[src/rtl/req_queue8_pkg.sv]
// Shared sizing constants for the 8-client request queue and its per-client slots.
package req_queue8_pkg;
  localparam int N     = 8;
  localparam int CNT_W = 3;
  localparam int AGE_W = 4;
  localparam int IDX_W = 3;

  localparam logic [CNT_W-1:0] CNT_MAX = CNT_W'((1 << CNT_W) - 1);
  localparam logic [AGE_W-1:0] AGE_MAX = AGE_W'((1 << AGE_W) - 1);
endpackage

[src/rtl/req_slot.sv]
// One client's pending-request counter plus its saturating wait-age counter.
module req_slot
  import req_queue8_pkg::*;
(
  input  logic clock,
  input  logic reset_n,
  input  logic push,
  input  logic grant,
  output logic req,
  output logic full,
  output logic starve,
  output logic drop
);

  logic [CNT_W-1:0] cnt, cnt_next;
  logic [AGE_W-1:0] age, age_next;

  assign req    = (cnt != '0);
  assign full   = (cnt == CNT_MAX);
  assign starve = (age == AGE_MAX);

  always_comb begin
    cnt_next = cnt;
    drop     = 1'b0;
    // A push and a grant in the same cycle cancel out.
    if (grant && !push) begin
      cnt_next = cnt - CNT_W'(1);
    end else if (push && !grant) begin
      if (cnt == CNT_MAX) drop = 1'b1;
      else                cnt_next = cnt + CNT_W'(1);
    end

    age_next = age;
    if (grant || (cnt_next == '0)) begin
      age_next = '0;
    end else if (req && (age != AGE_MAX)) begin
      age_next = age + AGE_W'(1);
    end
  end

  always_ff @(posedge clock or negedge reset_n) begin
    if (!reset_n) begin
      cnt <= '0;
      age <= '0;
    end else begin
      cnt <= cnt_next;
      age <= age_next;
    end
  end

endmodule

[src/rtl/req_queue8.sv]
// Eight-client request queue: per-client counters feed a priority selector and
// the returned grant is validated, encoded and reported one cycle later.
module req_queue8
  import req_queue8_pkg::*;
(
  input  logic             clock,
  input  logic             reset_n,
  input  logic [N-1:0]     push,
  input  logic             stall,
  input  logic [N-1:0]     gnt,
  output logic [N-1:0]     req,
  output logic             en,
  output logic [N-1:0]     full,
  output logic             gnt_valid,
  output logic [IDX_W-1:0] gnt_idx,
  output logic             err,
  output logic [N-1:0]     starve
);

  // Grant handshake: en is the ready, gnt the valid. A grant is accepted only in a
  // cycle with en=1, gnt one-hot and req set for that client; anything else non-zero
  // on gnt is a protocol error and is ignored.
  logic           gnt_onehot;
  logic           accept;
  logic           bad_gnt;
  logic [N-1:0]   grant_vec;
  logic [N-1:0]   drop;
  logic [IDX_W-1:0] gnt_enc;

  assign en         = (|req) & ~stall;
  assign gnt_onehot = (gnt != '0) && ((gnt & (gnt - N'(1))) == '0);
  assign accept     = en && gnt_onehot && ((gnt & req) != '0);
  assign bad_gnt    = (gnt != '0) && !accept;
  assign grant_vec  = accept ? gnt : '0;

  always_comb begin
    gnt_enc = '0;
    for (int i = 0; i < N; i++) begin
      if (gnt[i]) gnt_enc = gnt_enc | IDX_W'(i);
    end
  end

  for (genvar i = 0; i < N; i++) begin : g_slot
    req_slot u_slot (
      .clock   (clock),
      .reset_n (reset_n),
      .push    (push[i]),
      .grant   (grant_vec[i]),
      .req     (req[i]),
      .full    (full[i]),
      .starve  (starve[i]),
      .drop    (drop[i])
    );
  end

  always_ff @(posedge clock or negedge reset_n) begin
    if (!reset_n) begin
      gnt_valid <= 1'b0;
      gnt_idx   <= '0;
      err       <= 1'b0;
    end else begin
      gnt_valid <= accept;
      if (accept) gnt_idx <= gnt_enc;
      err       <= bad_gnt | (|drop);
    end
  end

endmodule

[config.mk]
export PLATFORM = sky130hd
export DESIGN_NAME = req_queue8
export DESIGN_NICKNAME = d
export VERILOG_FILES = /design/src/rtl/req_queue8_pkg.sv /design/src/rtl/req_slot.sv /design/src/rtl/req_queue8.sv
export SDC_FILE = /design/constraint.sdc
export NUM_CORES = 1
export LEC_CHECK = 0
export ABC_AREA = 1
export CELL_PAD_IN_SITES_DETAIL_PLACEMENT = 1
export CELL_PAD_IN_SITES_GLOBAL_PLACEMENT = 1
export CORE_MARGIN = 4
export CORE_UTILIZATION = 45
export CTS_CLUSTER_SIZE = 12
export DETAILED_ROUTE_END_ITERATION = 10
export PLACE_DENSITY_LB_ADDON = 0.1
export REMOVE_ABC_BUFFERS = 1
export SLEW_MARGIN = 20
export SYNTH_ARGS = -nofsm -noshare
export SYNTH_HDL_FRONTEND = slang
export SYNTH_SLANG_ARGS = --single-unit
[constraint.sdc]
create_clock -name clock -period 3.8 [get_ports clock]
set_input_delay 0.38 -clock clock [delete_from_list [all_inputs] [get_ports clock]]
set_output_delay 0.38 -clock clock [all_outputs]
set_load 0.02 [all_outputs]
-- Yosys cells after proc, flatten, opt, wreduce, memory -nomap -nowiden
Index checks and enable logic that the tools add are counted.
W data, S select, Z words.
- add/subtract/negate cells: 25
- equal/unequal tests: 24
- multiplexer cells: 72
- bitwise gates (word level): 5
- reduce and logical (&&, ||, !) cells: 82
- operators with widths (cell ; number):
    $mux W3 ; 28
    $mux W4 ; 16
    $add A4 B1 Y4 const B ; 8
    $eq A4 B4 Y1 const B ; 8
    $ne A4 B4 Y1 const B ; 8
    $logic_and A1 B1 Y1 ; 28
    $mux W1 ; 25
    $add A3 B1 Y3 const B ; 8
    $eq A3 B3 Y1 const B ; 8
    $logic_not A3 Y1 ; 8
    $reduce_bool A3 Y1 ; 8
    $sub A3 B1 Y3 const B ; 8
    $logic_not A1 Y1 ; 17
    $and A8 B8 Y8 ; 2
    $reduce_bool A2 Y1 ; 8
    $reduce_bool A8 Y1 ; 2
    $reduce_or A8 Y1 ; 2
    $logic_not A8 Y1 ; 1
    $logic_or A1 B1 Y1 ; 8
    $mux W8 ; 1
    $sub A8 B1 Y8 const B ; 1
    $mux W2 ; 2
    $and A1 B1 Y1 ; 1
    $not A1 Y1 ; 1
    $or A1 B1 Y1 ; 1
- register bits: 61
- input port bits: 19
- output and inout port bits: 30

-- Depth between registers and ports, before layout
- depth in word-level cells: 14
- gate-level depth with buffers: 19
- depth with buffers taken out: 18

-- Hierarchy
From an unflattened synthesis, not the netlist that was laid out.
- cell total of the unflattened synthesis: 616
- area, all modules: 4433.0 um2
- by module, submodules not included (module ; times used ; cells each ; area an instance (um2) ; seq. area each (um2)):
    req_slot ; 8 ; 64 ; 474.2 ; 175.2
    req_queue8 ; 1 ; 104 ; 639.4 ; 125.1

-- Least setup slack after synthesis
Ideal clock, no wire load.
- path kind: register to register
- start point: reg g_slot[0].u_slot.cnt[0]
- end point: reg g_slot[2].u_slot.age[1]
- setup time: 120 ps
- data arrival time: 2146 ps
- slack: 1534 ps
- cell stages (with the launch flop): 20
- buffers on the path: 1
- cell sequence: dfrtp_1 > inv_1 > ha_1 > nand2_1 > nor2_1 > nand2_1 > nor2_1 > nor2_1 > nand2_2 > nor2_4 > buf_12 > nand2_4 > nor2_4 > inv_2 > nand2_1 > nand2_1 > nand2_2 > nand3_2 > nand2_2 > nor2_1
- longest elaborated chain between the ends: 13
- elaborated cells between the ends (all ways): 17
- classes of those cells: mux (4); bitwise (2); reduce/logical (11)
- ends and longest elaborated chain (what ; line ; source):
    start: declaration ; req_slot.sv:15 ; logic [CNT_W-1:0] cnt, cnt_next;
    start signal: assignment ; req_slot.sv:46 ; cnt <= cnt_next;
    $reduce_bool A3 Y1 * ; req_slot.sv:18 ; assign req = (cnt != '0);
    via g_slot[0].u_slot.req ; req_slot.sv:9 ; output logic req,
    $reduce_or A8 Y1 * ; req_queue8.sv:30 ; assign en = (|req) & ~stall;
    $and A1 B1 Y1 * ; req_queue8.sv:30 ;
    via en ; req_queue8.sv:12 ; output logic en,
    $logic_and A1 B1 Y1 * (2 in a row) ; req_queue8.sv:32 ; assign accept = en && gnt_onehot && ((gnt & req) != '0);
    via accept ; req_queue8.sv:24 ; logic accept;
    $mux W8 * ; req_queue8.sv:34 ; assign grant_vec = accept ? gnt : '0;
    $logic_not A1 Y1 ; req_slot.sv:28 ; end else if (push && !grant) begin
    $logic_and A1 B1 Y1 ; req_slot.sv:28 ;
    $mux W3 ; req_slot.sv:28 ;
    $mux W3 ; req_slot.sv:26 ; if (grant && !push) begin
    $logic_not A3 Y1 ; req_slot.sv:34 ; if (grant || (cnt_next == '0)) begin
    $logic_or A1 B1 Y1 * ; req_slot.sv:34 ;
    $mux W4 / $reduce_bool A2 Y1 (equally long branches) ; - ;
    end signal: assignment ; req_slot.sv:47 ; age <= age_next;
    end: declaration ; req_slot.sv:16 ; logic [AGE_W-1:0] age, age_next;
The timed path passes the listed nets; every way through them passes the cells marked *.
A chain may end at the register's enable or synchronous reset.

-- Worst setup path in the final report
- start point: reg g_slot[7].u_slot.cnt[0]
- end point: reg g_slot[7].u_slot.age[3]
- longest elaborated chain between the ends: 13
- elaborated cells between the ends (all ways): 22
- classes of those cells: add/sub (2); eq/ne (1); mux (5); bitwise (2); reduce/logical (12)
- ends and longest elaborated chain (what ; line):
    start: declaration ; req_slot.sv:15
    start signal: assignment ; req_slot.sv:46
    $reduce_bool A3 Y1 ; req_slot.sv:18
    $reduce_or A8 Y1 ; req_queue8.sv:30
    $and A1 B1 Y1 ; req_queue8.sv:30
    $logic_and A1 B1 Y1 (2 in a row) ; req_queue8.sv:32
    $mux W8 ; req_queue8.sv:34
    $logic_not A1 Y1 ; req_slot.sv:28
    $logic_and A1 B1 Y1 ; req_slot.sv:28
    $mux W3 ; req_slot.sv:28
    $mux W3 ; req_slot.sv:26
    $logic_not A3 Y1 ; req_slot.sv:34
    $logic_or A1 B1 Y1 ; req_slot.sv:34
    $mux W4 / $reduce_bool A2 Y1 (equally long branches) ; -
    end signal: assignment ; req_slot.sv:47
    end: declaration ; req_slot.sv:16
Several ways; a longest one is shown, not always the timed one.

==> flow_metrics.env <==
export IMPL_cp_max_fo=12
export IMPL_drv_slew=0
export IMPL_die_x_um=106.9
export IMPL_cts_setup_buffers=0
export IMPL_clk_latency_ns=0.35
export IMPL_initial_utilization_pct=46.94
export IMPL_swShare_pct=43.05
export IMPL_slew_headroom_pct=37.16
export IMPL_overflow=0
export IMPL_ant_nets=0
export IMPL_rsz0062_at_grt="false"
export IMPL_core_area_um2=9371
export IMPL_n_fill_cell=1213
export IMPL_synth_top_area_share_pct=34.70
export IMPL_max_cap_viol_count=0
export IMPL_finalPower_mw=3.476
export IMPL_synth_warnings=0
export IMPL_antenna_diode_count=0
export IMPL_wl_mm=11.19
export IMPL_path_buf_inv=2
export IMPL_core_rowCount=35
export IMPL_timing_final_crit_period_ns=2.881
export IMPL_cts_root_buf="clkbuf_8"
export IMPL_p_per_area_nw_per_um2=690.1
export IMPL_vias_per_cell=5.049
export IMPL_io_buffers=48
export IMPL_fin_cells=762
export IMPL_p_int_mw=1.979
export IMPL_cp_slowest_cell="dfrtp_1"
export IMPL_clockBufferDepth=2
export IMPL_vdd_drop_max_mv=0.3579
export IMPL_hold_buffers=0
export IMPL_crit_top_cell="nand2_1"
export IMPL_drt_iter0_markers=94
export IMPL_multi_input_area_um2=2297
export IMPL_area_growth_synth_to_final_pct=14.48
export IMPL_gp_congestion=0.8240
export IMPL_max_freq_mhz=347.1
export IMPL_placed_cells_incl_taps=746
export IMPL_power_frac_seq_pct=33.9
export IMPL_path_delay_family="simple AND/OR/NAND/NOR gates"
export IMPL_hpwl_mm=8.775
export IMPL_pwr_share_comb_pct=49.0
export IMPL_holdWs_ns=0.1753
export IMPL_slowest_delay_ns=0.39
export IMPL_drive_above_1_share_pct=9.479
export IMPL_setup_tns_final_ns=0
export IMPL_numCtsBuffers=9
export IMPL_status="finished clean"
export IMPL_drc_errors=0
export IMPL_crit_chain="inv_1 > ha_1 > nand2_1 > nor2_1 > nand2_1 > nor2_1 > nor2_1 > nand2_2 > nor2_4 > nand2_2 > nor2_2 > inv_1 > nand2_1 > nand2_1 > nand2_1 > nand3_1 > nand2_1 > nor2_1"
export IMPL_start_kind="flop"
export IMPL_worstSetupPathType="reg -> reg"
export IMPL_crit_start="g_slot[7].u_slot.cnt[0]$_DFF_PN0_"
export IMPL_switchingPower_mw=1.496
export IMPL_fin_nets=679
export IMPL_num_vias=3847
export IMPL_ioPinCount=49
export IMPL_hold_class="in -> async"
export IMPL_power_leakage_nw=2.651
export IMPL_synth_seq_area_share_pct=34.70
export IMPL_dieArea_um2=11420
export IMPL_critical_path_arrival_ns=3.11
export IMPL_fin_area_um2=5036
export IMPL_clk_pin_slew_ns=0.07
export IMPL_cts_resized=0
export IMPL_synth_area_top_cells="dfrtp_1, nand2_1, ha_1"
export IMPL_yosysTopAreaCell="dfrtp_1"
export IMPL_place_area_um2=4843
export IMPL_syn_inst=593
export IMPL_seqCellArea_um2=1526
export IMPL_hold_viol=0
export IMPL_end_kind="flop"
export IMPL_synthFlopType="dfrtp_1"
export IMPL_regToRegStartpoint="g_slot[7].u_slot.cnt[0]$_DFF_PN0_"
export IMPL_fin_crit_sh_pct=75.81
export IMPL_antenna_found_initial=0
export IMPL_synth_cell_types=28
export IMPL_finClkSkew_ns=0.01162
export IMPL_syn_area_um2=4399
export IMPL_grtUsageTotal_pct=20.70
export IMPL_grt_pass1_wl_mm=19.17
export IMPL_synthArstFlopShare_pct=100.0
export IMPL_required_ns=4.02
export IMPL_htreeDepth=3
export IMPL_grt_max_degree=42
export IMPL_setup_violations=0
export IMPL_synth_edf_count=0
export IMPL_fp_dieH_um=106.9
export IMPL_avgSynthCellArea_um2=7.419
export IMPL_cts_tree="built"
export IMPL_wire_per_inst_um=14.68
export IMPL_grt_pass1_vias=4136
export IMPL_ys_ff_latch=61
export IMPL_clkPwrFrac_pct=17.1
export IMPL_tightest_slew_ns=0.9426
export IMPL_cts_sinks=61
export IMPL_firstDrtPassIters=4
## final cells by class
type | instances | share of cell area [%]
clock buffers | 12 | 2.882
inverters | 100 | 7.453
clock inverters | 4 | 0.9441
flip-flops and latches | 61 | 30.31
multi-input cells | 407 | 45.61
repair buffers | 49 | 9.590
well taps | 129 | 3.205
## cell usage in the layout, fill, tap and decap left out, types with 2 or more instances in the layout
master	instances
clkdlybuf4s50_1	47
nand2_4	3
nor2_1	63
nand4_1	9
clkbuf_1	2
inv_1	90
clkinv_2	2
xor2_1	24
nand2_1	142
nand3_1	73
o21ai_0	11
nor2_4	4
nor2_2	5
inv_2	9
nand3_2	11
ha_1	32
nand2_2	11
o22ai_1	3
mux2i_1	8
clkbuf_8	10
dfrtp_1	61
## flip-flops by register name, indices dropped and copies added, names as in the netlist
name / count
gnt_valid: 1
g_slot.u_slot.age: 32
gnt_idx: 3
g_slot.u_slot.cnt: 24
err: 1
## routing by layer
metal | GRT usage [%] | wire length (um) | up-vias
met3 | 4.034 | 293 | 11
met2 | 37.54 | 5841 | 51
li1 | - | - | 1903
met5 | 0 | 0 | -
met1 | 24.84 | 4938 | 1882
met4 | 5.753 | 114 | 0
## kinds of logic after synthesis
| kind of cell | Yosys count | synth area share (%) |
|---|---|---|
| and+or+nand+nor | 325 | 34.22 |
| buffers and inverters | 125 | 13.08 |
| DFF | 61 | 34.70 |
| adders and majority gates | 32 | 9.101 |
| xor gates and xnor gates | 24 | 4.778 |
| AOI/OAI and AO/OA | 18 | 2.304 |
| muxes | 8 | 1.820 |
## per-stage QoR
stage | worst slack (ns) | utilization (%)
after floorplan | 1.234 | -
after global placement | 0.9174 | 51.68
after detailed placement | 0.7200 | 51.68
after CTS | 0.9150 | 53.74
after global routing | 0.6590 | 53.74
final | 0.9194 | 53.74
## power by group through the flow
| stage | clock network [mW] | logic [mW] | registers, mW |
|---|---|---|---|
| after floorplan | 0 | 1.23 | 1.13 |
| after global placement | 0 | 1.59 | 1.17 |
| after detailed placement | 0 | 1.72 | 1.19 |
| after CTS | 0.609 | 1.73 | 1.18 |
| after global routing | 0.641 | 1.97 | 1.22 |
| final | 0.594 | 1.70 | 1.18 |
## worst reg2reg max path: cells and delay by family, from the launching register on
kind	cells	cell delay [ns]
AND/OR/NAND/NOR	15	1.94
flip-flops	1	0.39
adder cells (fa/ha/maj)	1	0.22
buffers and inverters	2	0.20
## cells in the mapped netlist (5+ instances only)
master,number
o21ai_0,11
nand3_1,73
nand2_1,142
nor2_2,5
dfrtp_1,61
nand4_1,9
ha_1,32
nand3_2,11
inv_2,9
buf_4,24
nor2_1,63
nand2_2,11
xor2_1,24
mux2i_1,8
inv_1,90
## worst paths after layout
check / slack [ns] / endpoint / depth (start not counted)
max in group asynchronous: 2.78 / g_slot[0].u_slot.cnt[0]$_DFF_PN0_ / 2
min: 0.18 / g_slot[2].u_slot.age[3]$_DFFE_PN0P_ / 1
min reg2reg: 0.51 / gnt_idx[2]$_DFFE_PN0N_ / 2
max reg2reg: 0.92 / g_slot[7].u_slot.age[3]$_DFFE_PN0P_ / 18
min in group clock: 0.51 / gnt_idx[2]$_DFFE_PN0N_ / 2
max: 0.92 / g_slot[7].u_slot.age[3]$_DFFE_PN0P_ / 18
(Power assumes the default switching activity.)
